$ cat src/rtl/vector_completion_unit.sv
// Vector-side completion unit: accepts issued instructions, models ALU latency,
// forwards loads/stores to the memory unit and returns completion pulses.
module vector_completion_unit #(
    parameter int INSTRUCTION_BITS            = 32,
    parameter int REGISTER_NUMBERS            = 32,
    parameter int MULTICYCLE_OPERATION_CYCLES = 2,
    localparam int DEST_W                     = $clog2(REGISTER_NUMBERS)
) (
    input  logic                        clk,
    input  logic                        rst_n,
    input  logic                        valid_vector,
    input  logic [INSTRUCTION_BITS-1:0] instruction,
    output logic                        ready_vector,
    output logic                        mem_req_valid,
    output logic                        mem_req_load,
    output logic [DEST_W-1:0]           mem_req_dest,
    input  logic                        mem_req_ready,
    input  logic                        mem_resp_valid,
    output logic                        operation_done,
    output logic [DEST_W-1:0]           alu_dest,
    output logic                        read_done,
    output logic                        store_done,
    output logic [DEST_W-1:0]           mem_dest
);

    localparam int CNT_W = $clog2(MULTICYCLE_OPERATION_CYCLES + 1);
    localparam logic [CNT_W-1:0] CNT_LAST = CNT_W'(MULTICYCLE_OPERATION_CYCLES - 1);

    typedef enum logic {ALU_IDLE, ALU_MUL} alu_state_t;
    typedef enum logic [1:0] {MEM_IDLE, MEM_REQ, MEM_WAIT} mem_state_t;

    alu_state_t alu_state_q, alu_state_d;
    mem_state_t mem_state_q, mem_state_d;

    logic [6:0]        opcode;
    logic [2:0]        funct3;
    logic [5:0]        funct6;
    logic [DEST_W-1:0] rd;
    logic              is_lane, is_load, is_store, is_mul;
    logic              unused_bits;

    assign opcode      = instruction[6:0];
    assign funct3      = instruction[14:12];
    assign funct6      = instruction[31:26];
    assign rd          = instruction[7 +: DEST_W];
    assign unused_bits = ^instruction[25:15];

    function automatic logic mul_decode(input logic [2:0] f3, input logic [5:0] f6);
        logic f6_hit;
        f6_hit = (f6 == 6'b100100) || (f6 == 6'b100101) || (f6 == 6'b100110) ||
                 (f6 == 6'b100111) || (f6 == 6'b101001) || (f6 == 6'b101101);
        return ((f3 == 3'b010) || (f3 == 3'b110)) && f6_hit;
    endfunction

    assign is_lane  = (opcode == 7'b1010111) && (funct3 != 3'b111);
    assign is_load  = (opcode == 7'b0000111);
    assign is_store = (opcode == 7'b0100111);
    assign is_mul   = is_lane && mul_decode(funct3, funct6);

    // vset and unknown opcodes are always accepted and silently dropped
    always_comb begin
        ready_vector = rst_n;
        if (is_lane)
            ready_vector = rst_n && (alu_state_q == ALU_IDLE);
        else if (is_load || is_store)
            ready_vector = rst_n && (mem_state_q == MEM_IDLE);
    end

    logic lane_acc, mem_acc, mul_finish, mem_fin;
    assign lane_acc = valid_vector && ready_vector && is_lane;
    assign mem_acc  = valid_vector && ready_vector && (is_load || is_store);

    // ---------------- ALU timing model ----------------
    logic [CNT_W-1:0]  cnt_q, cnt_d;
    logic [DEST_W-1:0] mul_dest_q;
    logic              vld_p0;
    logic [DEST_W-1:0] dest_p0;

    assign mul_finish = (alu_state_q == ALU_MUL) && (cnt_q == CNT_LAST);

    always_comb begin
        alu_state_d = alu_state_q;
        cnt_d       = cnt_q;
        case (alu_state_q)
            ALU_IDLE: if (lane_acc && is_mul) begin
                alu_state_d = ALU_MUL;
                cnt_d       = CNT_W'(1);
            end
            ALU_MUL: if (mul_finish) begin
                alu_state_d = ALU_IDLE;
                cnt_d       = '0;
            end else begin
                cnt_d = cnt_q + CNT_W'(1);
            end
            default: alu_state_d = ALU_IDLE;
        endcase
    end

    always_ff @(posedge clk or negedge rst_n) begin
        if (!rst_n) begin
            alu_state_q <= ALU_IDLE;
            cnt_q       <= '0;
            mul_dest_q  <= '0;
            vld_p0      <= 1'b0;
            dest_p0     <= '0;
        end else begin
            alu_state_q <= alu_state_d;
            cnt_q       <= cnt_d;
            if (lane_acc && is_mul)
                mul_dest_q <= rd;
            vld_p0 <= (lane_acc && !is_mul) || mul_finish;
            if (mul_finish)
                dest_p0 <= mul_dest_q;
            else if (lane_acc && !is_mul)
                dest_p0 <= rd;
        end
    end

    assign operation_done = vld_p0;
    assign alu_dest       = dest_p0;

    // ---------------- memory request FSM ----------------
    logic              req_load_q;
    logic [DEST_W-1:0] req_dest_q;
    logic [DEST_W-1:0] last_mem_dest_q;

    assign mem_fin = (mem_state_q == MEM_WAIT) && mem_resp_valid;

    always_comb begin
        mem_state_d = mem_state_q;
        case (mem_state_q)
            MEM_IDLE: if (mem_acc)       mem_state_d = MEM_REQ;
            MEM_REQ:  if (mem_req_ready) mem_state_d = MEM_WAIT;
            MEM_WAIT: if (mem_resp_valid) mem_state_d = MEM_IDLE;
            default:  mem_state_d = MEM_IDLE;
        endcase
    end

    always_ff @(posedge clk or negedge rst_n) begin
        if (!rst_n) begin
            mem_state_q     <= MEM_IDLE;
            req_load_q      <= 1'b0;
            req_dest_q      <= '0;
            last_mem_dest_q <= '0;
        end else begin
            mem_state_q <= mem_state_d;
            if (mem_acc) begin
                req_load_q <= is_load;
                req_dest_q <= rd;
            end
            if (mem_fin)
                last_mem_dest_q <= req_dest_q;
        end
    end

    // Done pulses are combinational so the FSM is back in idle the following cycle
    assign mem_req_valid = (mem_state_q == MEM_REQ);
    assign mem_req_load  = req_load_q;
    assign mem_req_dest  = req_dest_q;
    assign read_done     = mem_fin && req_load_q;
    assign store_done    = mem_fin && !req_load_q;
    assign mem_dest      = mem_fin ? req_dest_q : last_mem_dest_q;

endmodule

$ cat config.mk
export PLATFORM = sky130hd
export DESIGN_NAME = vector_completion_unit
export DESIGN_NICKNAME = d
export VERILOG_FILES = /design/src/rtl/vector_completion_unit.sv
export SDC_FILE = /design/constraint.sdc
export NUM_CORES = 1
export LEC_CHECK = 0
export ABC_CLOCK_PERIOD_IN_PS = 1450
export BUFFER_PORTS_ARGS = -buffer_cell sky130_fd_sc_hd__buf_2
export CAP_MARGIN = 15
export CORE_MARGIN = 2
export CORE_UTILIZATION = 43
export CTS_BUF_LIST = sky130_fd_sc_hd__clkbuf_4
export DETAILED_ROUTE_END_ITERATION = 10
export HOLD_SLACK_MARGIN = 0.03
export PLACE_DENSITY = 0.77
export SYNTH_ARGS = -nofsm -noshare
export SYNTH_HDL_FRONTEND = slang
export SYNTH_SLANG_ARGS = --single-unit
export TNS_END_PERCENT = 100
$ cat constraint.sdc
create_clock -name clk -period 1.45 [get_ports clk]
set_clock_uncertainty 0.15 [all_clocks]
set_input_delay 0.29 -clock clk [delete_from_list [all_inputs] [get_ports clk]]
set_output_delay 0.29 -clock clk [all_outputs]
set_load 0.005 [all_outputs]
==> summary.txt <==
Reg2Reg Capture Point - mul_dest_q[4]
Startpoint type of the worst setup path - register
Fill cell instance count of the final layout - 240
Worst reg2reg setup slack - -0.24 ns
Syn Std Cell Area - 1260 sq um
Hold slack - -0.146 ns
Worst-path cell chain - nand3b_1, buf_6, mux2_4, buf_6
Longest individual stage delay on the worst path - 0.43 ns
Total met2 wirelength after detailed routing - 1.54 mm
Number of vias after detailed routing - 1108
Run status - finished with violations
Root buffer cell - clkbuf_4
Tightest slew margin relative to the limit - 0.571
Worst-path maximum fanout - 6
Count of final setup violators - 27
Number of instances in the synthesized netlist - 104
Global-route wire length before repair - 5.02 mm
Clock latency on the worst-skew pair - 0.31 ns
Starting density of the core - 0.456
Number of I/O port buffers - 46
Drt pass-1 iters - 4
Maximum number of pins on one net before global-route repair - 29
Overall routed net length - 3.06 mm
Number of distinct standard cells referenced by the synthesized netlist - 29
Number of nets with antenna violations after routing - 0
Total of flip-flops plus latches after synthesis - 27
Top-level port count - 58
Worst Path Required - 1.01 ns
Data arrival time of the critical path - 1.48 ns
First-iteration detailed-routing DRC count - 40
Clock tree from TritonCTS - done
Launch point of the worst path - mem_state_q[0]
Leading cell types in the layout, fill and taps excluded - buf_2, dfrtp_1, buf_4
Sort of element at the end of the critical path - primary output
Congestion Overflow GR - 0
Mapped Nets - 141
Number of CTS-inserted buffers - 3
# rows - 19
Core Area - 2760 sq um
Die area - 3370 sq um
Worst hold path class - input pin to async pin
Mean Syn Cell Area - 12.1 sq um
Slowest cell on crit path - dfrtp_1
Area growth, synth to finish - 41.6%
Most common cell on crit path - buf_6
Average wire per standard cell - 15.0 um
Via count of the first global-routing pass - 1102
Startpoint of the most critical register-to-register path - mem_state_q[1]
Die width - 58.1 um
Ratio of total power to cell area - 734 nW/um^2
Buffer levels on the longest clock path - 2
Half-perimeter wire length after placement - 2.33 mm
Sum of met3 wire segment lengths after detailed routing - 199 um
Flip-flop and latch area - 676 sq um
Critical path depth - 4
Dominant synthesized flop cell - dfrtp_1
Startpoint-to-endpoint class of the critical path - register to primary output
Ant diodes - 0
Leak Pwr - 0.000928 uW
Power consumption - 1310 uW
Share of the yosys chip area belonging to registers - 0.538
Clock-pin slew of the registers on the worst-case setup and hold paths - 0.13 ns
Final net count - 211
Clock Sink Count - 27
Final Cycle Share - 1.32
Crit path capture - mem_dest[2]
Fmax achieved - 522 MHz
DR top layer - met4
Die extent in y - 58.1 um
DRC Markers - 0
Share of post-route cells with drive strength above 1 - 0.543
Fraction of registers with async set/reset - 1.00
Setup repair after global routing missed its margin - true
Final Cell Area - 1780 sq um
Fin. Hold Viols - 27
Global-route usage over all layers - 0.194
Violated checks - negative hold slack, negative setup slack
H-Tree Level Count - 1
Pin slew with the least headroom to its limit - 0.638 ns
Number of flops mapped to enable cells by yosys - 0
Global placer's final weighted congestion - 0.782
Number of antenna violations at the first check in global routing - 0
Max_cap viols - 0
Combined buffer and inverter count along the critical path - 2
Total area of multi-input combinational cells - 612 sq um
R2r worst-path depth - 5
Fin crit period - 1.92 ns
Total placed instance area - 1670 sq um
Met1 Wirelength - 1.30 mm
Via density - 5.43
Setup ws final - -0.467 ns
Maximum ir drop on the vdd rail - 662 uV
Count of synthesis-stage warnings from yosys - 0
Most frequent standard cell in the layout excluding fill and tap cells - buf_2
Top Family by Delay on Critical Path - flip-flops
Pins over their slew limit - 0
==> layout make-up <==
type	instances	area share
well taps	31	0.0218
repair buffers	66	0.229
inverters	4	0.00844
multi-input cells	72	0.344
clock buffers	4	0.0169
flip-flops and latches	27	0.380
==> metal layers <==
metal,up-vias,GRT usage
met5,-,0
met4,0,0.0565
met3,2,0.0179
met2,46,0.328
met1,527,0.265
li1,533,-
==> worst min-delay path by stage <==
stage,from,to,slack (ns),cells past startpoint
floorplan,rst_n,alu_dest[0],-0.16,0
global placement,rst_n,mul_dest_q[1],0.20,2
detailed placement,rst_n,alu_dest[1],0.21,2
CTS,rst_n,alu_dest[1],-0.15,2
global route,rst_n,alu_dest[1],-0.14,2
finish,rst_n,alu_dest[0],-0.15,2
==> sequential cells by signal, summed over array words and instances (netlist names) <==
register and count:
mem_req_dest 5, operation_done 1, mem_req_load 1, mul_dest_q 5, last_mem_dest_q 5, alu_state_q 1
mem_state_q 2, cnt_q 2, alu_dest 5
==> what timing repair did <==
| action | 4_1_cts | 5_1_grt |
|---|---|---|
| resized for setup | 3 | 10 |
| setup buffers | 2 | 1 |
| setup endpoints to repair | 28 | 28 |
| pin swaps | 0 | 1 |
| hold endpoints to repair | 28 | 28 |
| hold buffers | 1 | 1 |
==> worst register-to-register path, cell delays in order (launching register included) <==
cell and delay, ns:
dfrtp_1 0.41, nor2_1 0.08, buf_4 0.15, o311a_4 0.32
nand3_4 0.16, mux2_4 0.32
==> cell families (layout without fill, tap and decap cells) <==
group,Yosys count,count (layout),share of synthesized area
multiplexers,15,15,0.134
flip-flops,27,27,0.538
buffers and inverters,5,74,0.0149
AND/OR/NAND/NOR,32,32,0.157
AO/OA/AOI/OAI,25,25,0.155
==> synthesized netlist by cell type, drive strengths merged, types with 2 or more instances <==
master  instances  area [sq um]
inv             4          15.0
o31ai           6          45.0
nand2           3          11.3
a21boi          2          15.0
nand2b          2          12.5
mux2           15           169
nand3b          2          18.8
o21ai           4          20.0
o21a            2          15.0
nand4           6          37.5
a31oi           6          37.5
nor2           10          37.5
dfrtp          27           676
==> metrics by stage <==
| step | util | hold slack (ns) | setup TNS [ns] | worst slack, ns | cells |
|---|---|---|---|---|---|
| finish | 0.645 | -0.146 | -6.04 | -0.467 | 204 |
| global route | 0.645 | -0.144 | -7.84 | -0.533 | 204 |
| CTS | 0.629 | -0.154 | -6.13 | -0.475 | 202 |
| detailed placement | 0.604 | 0.206 | -4.73 | -0.269 | 195 |
| global placement | 0.604 | 0.202 | -3.68 | -0.192 | 195 |
| floorplan | - | -0.156 | -0.633 | -0.0708 | 104 |
==> where the power goes <==
group	total [uW]	switching [uW]	internal, uW
Combinational	184	86.6	96.9
Clock	323	198	126
Sequential	799	17.9	781
Power figures use the tool's default switching activity.
